## config.mk

```make
export PLATFORM = sky130hd
export DESIGN_NAME = decode
export DESIGN_NICKNAME = d
export VERILOG_FILES = /design/src/rtl/lc3_pkg.sv /design/src/rtl/decode_fields.sv /design/src/rtl/decode.sv
export SDC_FILE = /design/constraint.sdc
export NUM_CORES = 1
export LEC_CHECK = 0
export ABC_AREA = 1
export BUFFER_PORTS_ARGS = -buffer_cell sky130_fd_sc_hd__buf_4
export CAP_MARGIN = 20
export CORE_AREA = 10 10 68 70
export DETAILED_ROUTE_END_ITERATION = 8
export DIE_AREA = 0 0 78 80
export PLACE_DENSITY = 0.83
export SETUP_SLACK_MARGIN = 0.4
export SKIP_CTS_REPAIR_TIMING = 1
export SLEW_MARGIN = 20
export SYNTH_ARGS = -nofsm -noshare
export SYNTH_HDL_FRONTEND = slang
export SYNTH_SLANG_ARGS = --single-unit
```

## constraint.sdc

```tcl
create_clock -name clk -period 1.65 [get_ports clk]
set_input_delay 0.4125 -clock clk [delete_from_list [all_inputs] [get_ports clk]]
set_output_delay 0.4125 -clock clk [all_outputs]
set_load 0.03 [all_outputs]
```

## src/rtl/lc3_pkg.sv

```systemverilog
// Shared LC-3 decode definitions: opcodes, decode FSM states, CC reset value.
// LC3_HALT_DETECT_EN adds the sticky S_HALT state for TRAP x25.
package lc3_pkg;

  localparam logic [3:0] OP_BR   = 4'b0000;
  localparam logic [3:0] OP_ADD  = 4'b0001;
  localparam logic [3:0] OP_LD   = 4'b0010;
  localparam logic [3:0] OP_ST   = 4'b0011;
  localparam logic [3:0] OP_JSR  = 4'b0100;
  localparam logic [3:0] OP_AND  = 4'b0101;
  localparam logic [3:0] OP_LDR  = 4'b0110;
  localparam logic [3:0] OP_STR  = 4'b0111;
  localparam logic [3:0] OP_RTI  = 4'b1000;
  localparam logic [3:0] OP_NOT  = 4'b1001;
  localparam logic [3:0] OP_LDI  = 4'b1010;
  localparam logic [3:0] OP_STI  = 4'b1011;
  localparam logic [3:0] OP_JMP  = 4'b1100;
  localparam logic [3:0] OP_RES  = 4'b1101;
  localparam logic [3:0] OP_LEA  = 4'b1110;
  localparam logic [3:0] OP_TRAP = 4'b1111;

  localparam logic [2:0]  CC_RESET  = 3'b010;
  localparam logic [15:0] TRAP_HALT = 16'hF025;

`ifdef LC3_HALT_DETECT_EN
  typedef enum logic [2:0] {S_WAIT_MEM, S_ISSUE, S_EXEC, S_START, S_HALT} state_t;
`else
  typedef enum logic [2:0] {S_WAIT_MEM, S_ISSUE, S_EXEC, S_START} state_t;
`endif

  // Only instructions that write a register update the condition codes.
  function automatic logic sets_cc(input logic [3:0] op);
    return (op == OP_ADD) || (op == OP_AND) || (op == OP_NOT) || (op == OP_LD) ||
           (op == OP_LDI) || (op == OP_LDR) || (op == OP_LEA);
  endfunction

endpackage

```

## src/rtl/decode_fields.sv

```systemverilog
// Combinational IR-to-field slicing for LC-3 plus the sets-CC flag.
module decode_fields
  import lc3_pkg::*;
(
  input  logic [15:0] i_ir,
  output logic [3:0]  o_opcode,
  output logic [8:0]  o_offset,
  output logic [2:0]  o_br_nzp,
  output logic [2:0]  o_dr,
  output logic [2:0]  o_sr1,
  output logic [2:0]  o_sr2,
  output logic [4:0]  o_imm5,
  output logic        o_imm_sel,
  output logic        o_sets_cc
);

  always_comb begin
    o_opcode  = i_ir[15:12];
    o_offset  = i_ir[8:0];
    o_br_nzp  = i_ir[11:9];
    o_dr      = i_ir[11:9];
    o_sr1     = i_ir[8:6];
    o_sr2     = i_ir[2:0];
    o_imm5    = i_ir[4:0];
    o_imm_sel = i_ir[5];
    o_sets_cc = sets_cc(i_ir[15:12]);
  end

endmodule

```

## src/rtl/decode.sv

```systemverilog
// LC-3 decode stage: waits out memory latency, captures IR, issues to execute,
// maintains NZP and pulses fetch_start. LC3_HALT_DETECT_EN enables TRAP HALT stop.
module decode
  import lc3_pkg::*;
#(
  parameter int unsigned MEM_LATENCY = 1,
  parameter int unsigned CNT_W       = 3
) (
  input  logic        clk,
  input  logic        rst,
  input  logic [15:0] mem_dout,
  output logic        fetch_start,
  output logic [3:0]  opCode_out,
  output logic [8:0]  offset_out,
  output logic [2:0]  br_nzp_out,
  output logic [2:0]  result_nzp_out,
  output logic [2:0]  dr_out,
  output logic [2:0]  sr1_out,
  output logic [2:0]  sr2_out,
  output logic [4:0]  imm5_out,
  output logic        imm_sel_out,
  output logic [15:0] ir_out,
  output logic        dec_valid,
  input  logic        exec_ready,
  input  logic        exec_done,
  input  logic [2:0]  exec_nzp,
  output logic        halted
);

  state_t           r_state, w_next;
  logic [CNT_W-1:0] r_cnt, w_cnt_next;
  logic [15:0]      r_ir;
  logic [2:0]       r_cc, w_cc_next;
  logic             w_capture;
  logic             w_sets_cc;

  decode_fields u_fields (
    .i_ir      (r_ir),
    .o_opcode  (opCode_out),
    .o_offset  (offset_out),
    .o_br_nzp  (br_nzp_out),
    .o_dr      (dr_out),
    .o_sr1     (sr1_out),
    .o_sr2     (sr2_out),
    .o_imm5    (imm5_out),
    .o_imm_sel (imm_sel_out),
    .o_sets_cc (w_sets_cc)
  );

  assign ir_out         = r_ir;
  assign result_nzp_out = r_cc;

  always_ff @(posedge clk) begin
    if (rst) begin
      r_state <= S_WAIT_MEM;
      r_cnt   <= '0;
      r_ir    <= '0;
      r_cc    <= CC_RESET;
    end else begin
      r_state <= w_next;
      r_cnt   <= w_cnt_next;
      r_cc    <= w_cc_next;
      if (w_capture) r_ir <= mem_dout;
    end
  end

  always_comb begin
    w_next      = r_state;
    w_cnt_next  = r_cnt;
    w_cc_next   = r_cc;
    w_capture   = 1'b0;
    fetch_start = 1'b0;
    dec_valid   = 1'b0;
    halted      = 1'b0;
    case (r_state)
      S_WAIT_MEM: begin
        if (r_cnt == CNT_W'(MEM_LATENCY)) begin
          w_capture  = 1'b1;
          w_cnt_next = '0;
          w_next     = S_ISSUE;
        end else begin
          w_cnt_next = r_cnt + CNT_W'(1);
        end
      end
      S_ISSUE: begin
`ifdef LC3_HALT_DETECT_EN
        if (r_ir == TRAP_HALT) begin
          w_next = S_HALT;
        end else begin
          dec_valid = 1'b1;
          if (exec_ready) w_next = S_EXEC;
        end
`else
        dec_valid = 1'b1;
        if (exec_ready) w_next = S_EXEC;
`endif
      end
      S_EXEC: begin
        if (exec_done) begin
          if (w_sets_cc) w_cc_next = exec_nzp;
          w_next = S_START;
        end
      end
      S_START: begin
        fetch_start = 1'b1;
        w_cnt_next  = '0;
        w_next      = S_WAIT_MEM;
      end
`ifdef LC3_HALT_DETECT_EN
      S_HALT: begin
        halted = 1'b1;
      end
`endif
      default: w_next = S_WAIT_MEM;
    endcase
  end

endmodule

```

==> results.md <==
- Crit share post-route: 90.4%
- Leakage: 0.939 nW
- Synthesis-stage register bit count: 24
- Number of fillers in the final layout: ~250
- Layout cells sized above 1: roughly 56%
- Mapped Nets: 199
- RSZ-0062 raised after global routing: yes
- CTS buffer count: 3
- FMAX: 670 MHz
- Avg WL per Cell: 15.0 um
- Worst skew pair latency: 0.33 ns
- Detailed Routing Iterations Pass 1: 4
- Layout area overhead: 62.4%
- Setup TNS: 0 ns
- VDD IR max: between 0.7 and 0.8 mV
- Setup crit end kind: output pin
- Worst path slowest cell: dfxtp_4
- Post-synthesis sequential area ratio: between 30% and 40%
- Clock Path Buffers: 2
- Synthesized area per cell: between 7 and 8 um^2
- Crit path time final: 1.49 ns
- CTS clk-pin slew, worst paths: 0.15 ns
- Status: finished, final reports clean
- Post-placement worst setup slack: 0.232 ns
- Final wirelength: approximately 4 mm
- Initial antenna violation count: 0
- # diodes: 0
- YS warnings: 0
- Gpl congestion: approximately 0.75
- Worst Path Buf+Inv: 2
- Number of H-tree levels: 1
- Setup violators final: 0
- Global route total overflow: 0
- Die height: 80 um
- Core Rows: 21
- Mapped Cells: 171
- Number of global-route vias before repair: 1081
- WP data required: about 1.2 ns
- Clock Root Buffer: clkbuf_4
- Worst hold path type: input pin to register
- Max incr delay on CP: 0.41 ns
- Clock skew: 0.0173 ns
- Post-route setup slack: ~0.16 ns
- Vias/cell: 4.65
- Die area: 6240 um^2
- Max-Cap Viols: 0
- 1st-iter DRT viols: 88
- First-pass GRT wire length: 5.18 mm
- Max-slew violations: 0
- HPWL after DPL: 2.83 mm
- PortBufs: 74
- Cell variety after synth: 20
- Boundary Pins: 76
- Drt drc: 0
- Core area: roughly 3300 um^2
- Crit path max-delay family: flip-flops
- CTS tree: built
- Die W: 78 um
- Final Hold Vio Count: 0
- Crit path launch type: register
- Gr usage total: between 10% and 20%
- Critical path data arrival time: 1.08 ns
- Largest net degree at the start of global routing: 18
- CP max FO: 4
- Power per cell area: 2100 nW/um^2
- Initial Utilization: 39.3%
- Vias: 1231
- Worst path cell trace: inv_4 -> ha_4 -> buf_6
- Critical path class: register to output pin
- Nets: 248
- Mapped cell area: 1290 um^2
- Post-DRT Antenna Nets: 0
- Clock sink total: 24
[worst reg2reg max path: cells and delay by family, from the launching register on]
kind	cells	cell delay, ns
adders and majority gates	1	0.31
and+or+nand+nor	2	0.15
AOI/OAI and AO/OA	2	0.24
DFF	1	0.42
buffers and inverters	2	0.16
[placed cells by master (no fill, tap or decap), drive strengths merged]
cell,instances
inv,14
a21oi,4
dfxtp,24
conb,1
nand3b,2
ha,5
o21ai,17
bufinv,1
nand4,3
nand2,18
buf,78
clkbuf,3
nand3,5
nor2,41
a211oi,2
o21bai,1
[final timing paths]
kind	cells past startpoint	slack [ns]	from	end
worst max-delay path	3	0.16	r_state[1]$_SDFFE_PP0P_	dec_valid
worst min-delay path	2	0.26	rst	r_cnt[1]$_SDFFE_PP0P_
worst max register to register	7	0.31	r_state[0]$_SDFFE_PP0P_	r_cnt[2]$_SDFFE_PP0P_
worst min register to register	1	0.49	r_cnt[2]$_SDFFE_PP0P_	r_cnt[2]$_SDFFE_PP0P_
[synthesized netlist by cell type, drive strengths merged]
library cell | n | area share, %
inv | 14 | 4.3
nand3 | 5 | 1.9
nor2 | 41 | 12
nand3b | 2 | 1.2
clkbuf | 2 | 0.58
o21bai | 1 | 0.58
buf | 34 | 21
dfxtp | 24 | 37
nand4 | 1 | 1.6
ha | 5 | 4.8
o21ai | 17 | 6.6
a211oi | 2 | 1.2
nand2 | 18 | 5.2
a21oi | 4 | 1.6
conb | 1 | 0.29
[through the flow]
stage	hold slack [ns]	cells	power, mW	cell area, um^2	utilization (%)
5_1_grt	0.262	265	4.64	2100	63.8
2_1_floorplan	0.445	171	2.85	1290	-
3_3_place_gp	0.445	256	3.26	1650	50.1
3_5_place_dp	0.466	256	3.31	1650	50.1
6_report	0.262	265	4.41	2100	63.8
4_1_cts	0.250	260	3.74	1700	51.7
[sequential cells by signal (all words and copies together) (netlist names)]
register	cells
r_cnt	3
r_state	2
ir_out	16
result_nzp_out	3
[area by class of cell]
cell class | count | area, um^2 | area share (%)
Clock buffer | 3 | 22.5 | 1.07
Clock inverter | 1 | 30.0 | 1.43
Inverter | 14 | 62.6 | 2.98
Multi-Input combinational cell | 99 | 582 | 27.7
Sequential cell | 24 | 549 | 26.2
Tap cell | 46 | 57.6 | 2.74
Timing Repair Buffer | 78 | 793 | 37.8
[kinds of logic after synthesis]
family | Yosys count | share of synthesized area (%)
AND/OR/NAND/NOR | 67 | 21.9
buffers and inverters | 50 | 25.9
AO/OA/AOI/OAI | 24 | 9.88
other | 1 | 0.290
flip-flops | 24 | 37.2
adder cells (fa/ha/maj) | 5 | 4.84
[report_power, final]
| part | internal (mW) | total (mW) | switching [mW] |
|---|---|---|---|
| clock network | 0.246 | 0.436 | 0.190 |
| logic | 1.18 | 2.79 | 1.61 |
| registers | 0.860 | 1.18 | 0.320 |
[layer usage]
layer	GRT usage, %	part of all wire (%)	vias up
li1	-	-	613
met1	11.5	37	556
met2	15.8	50	57
met3	5.07	11	5
met4	5.91	1.6	0
met5	0	0	-
Note: power is estimated with default switching activity, not from simulation.
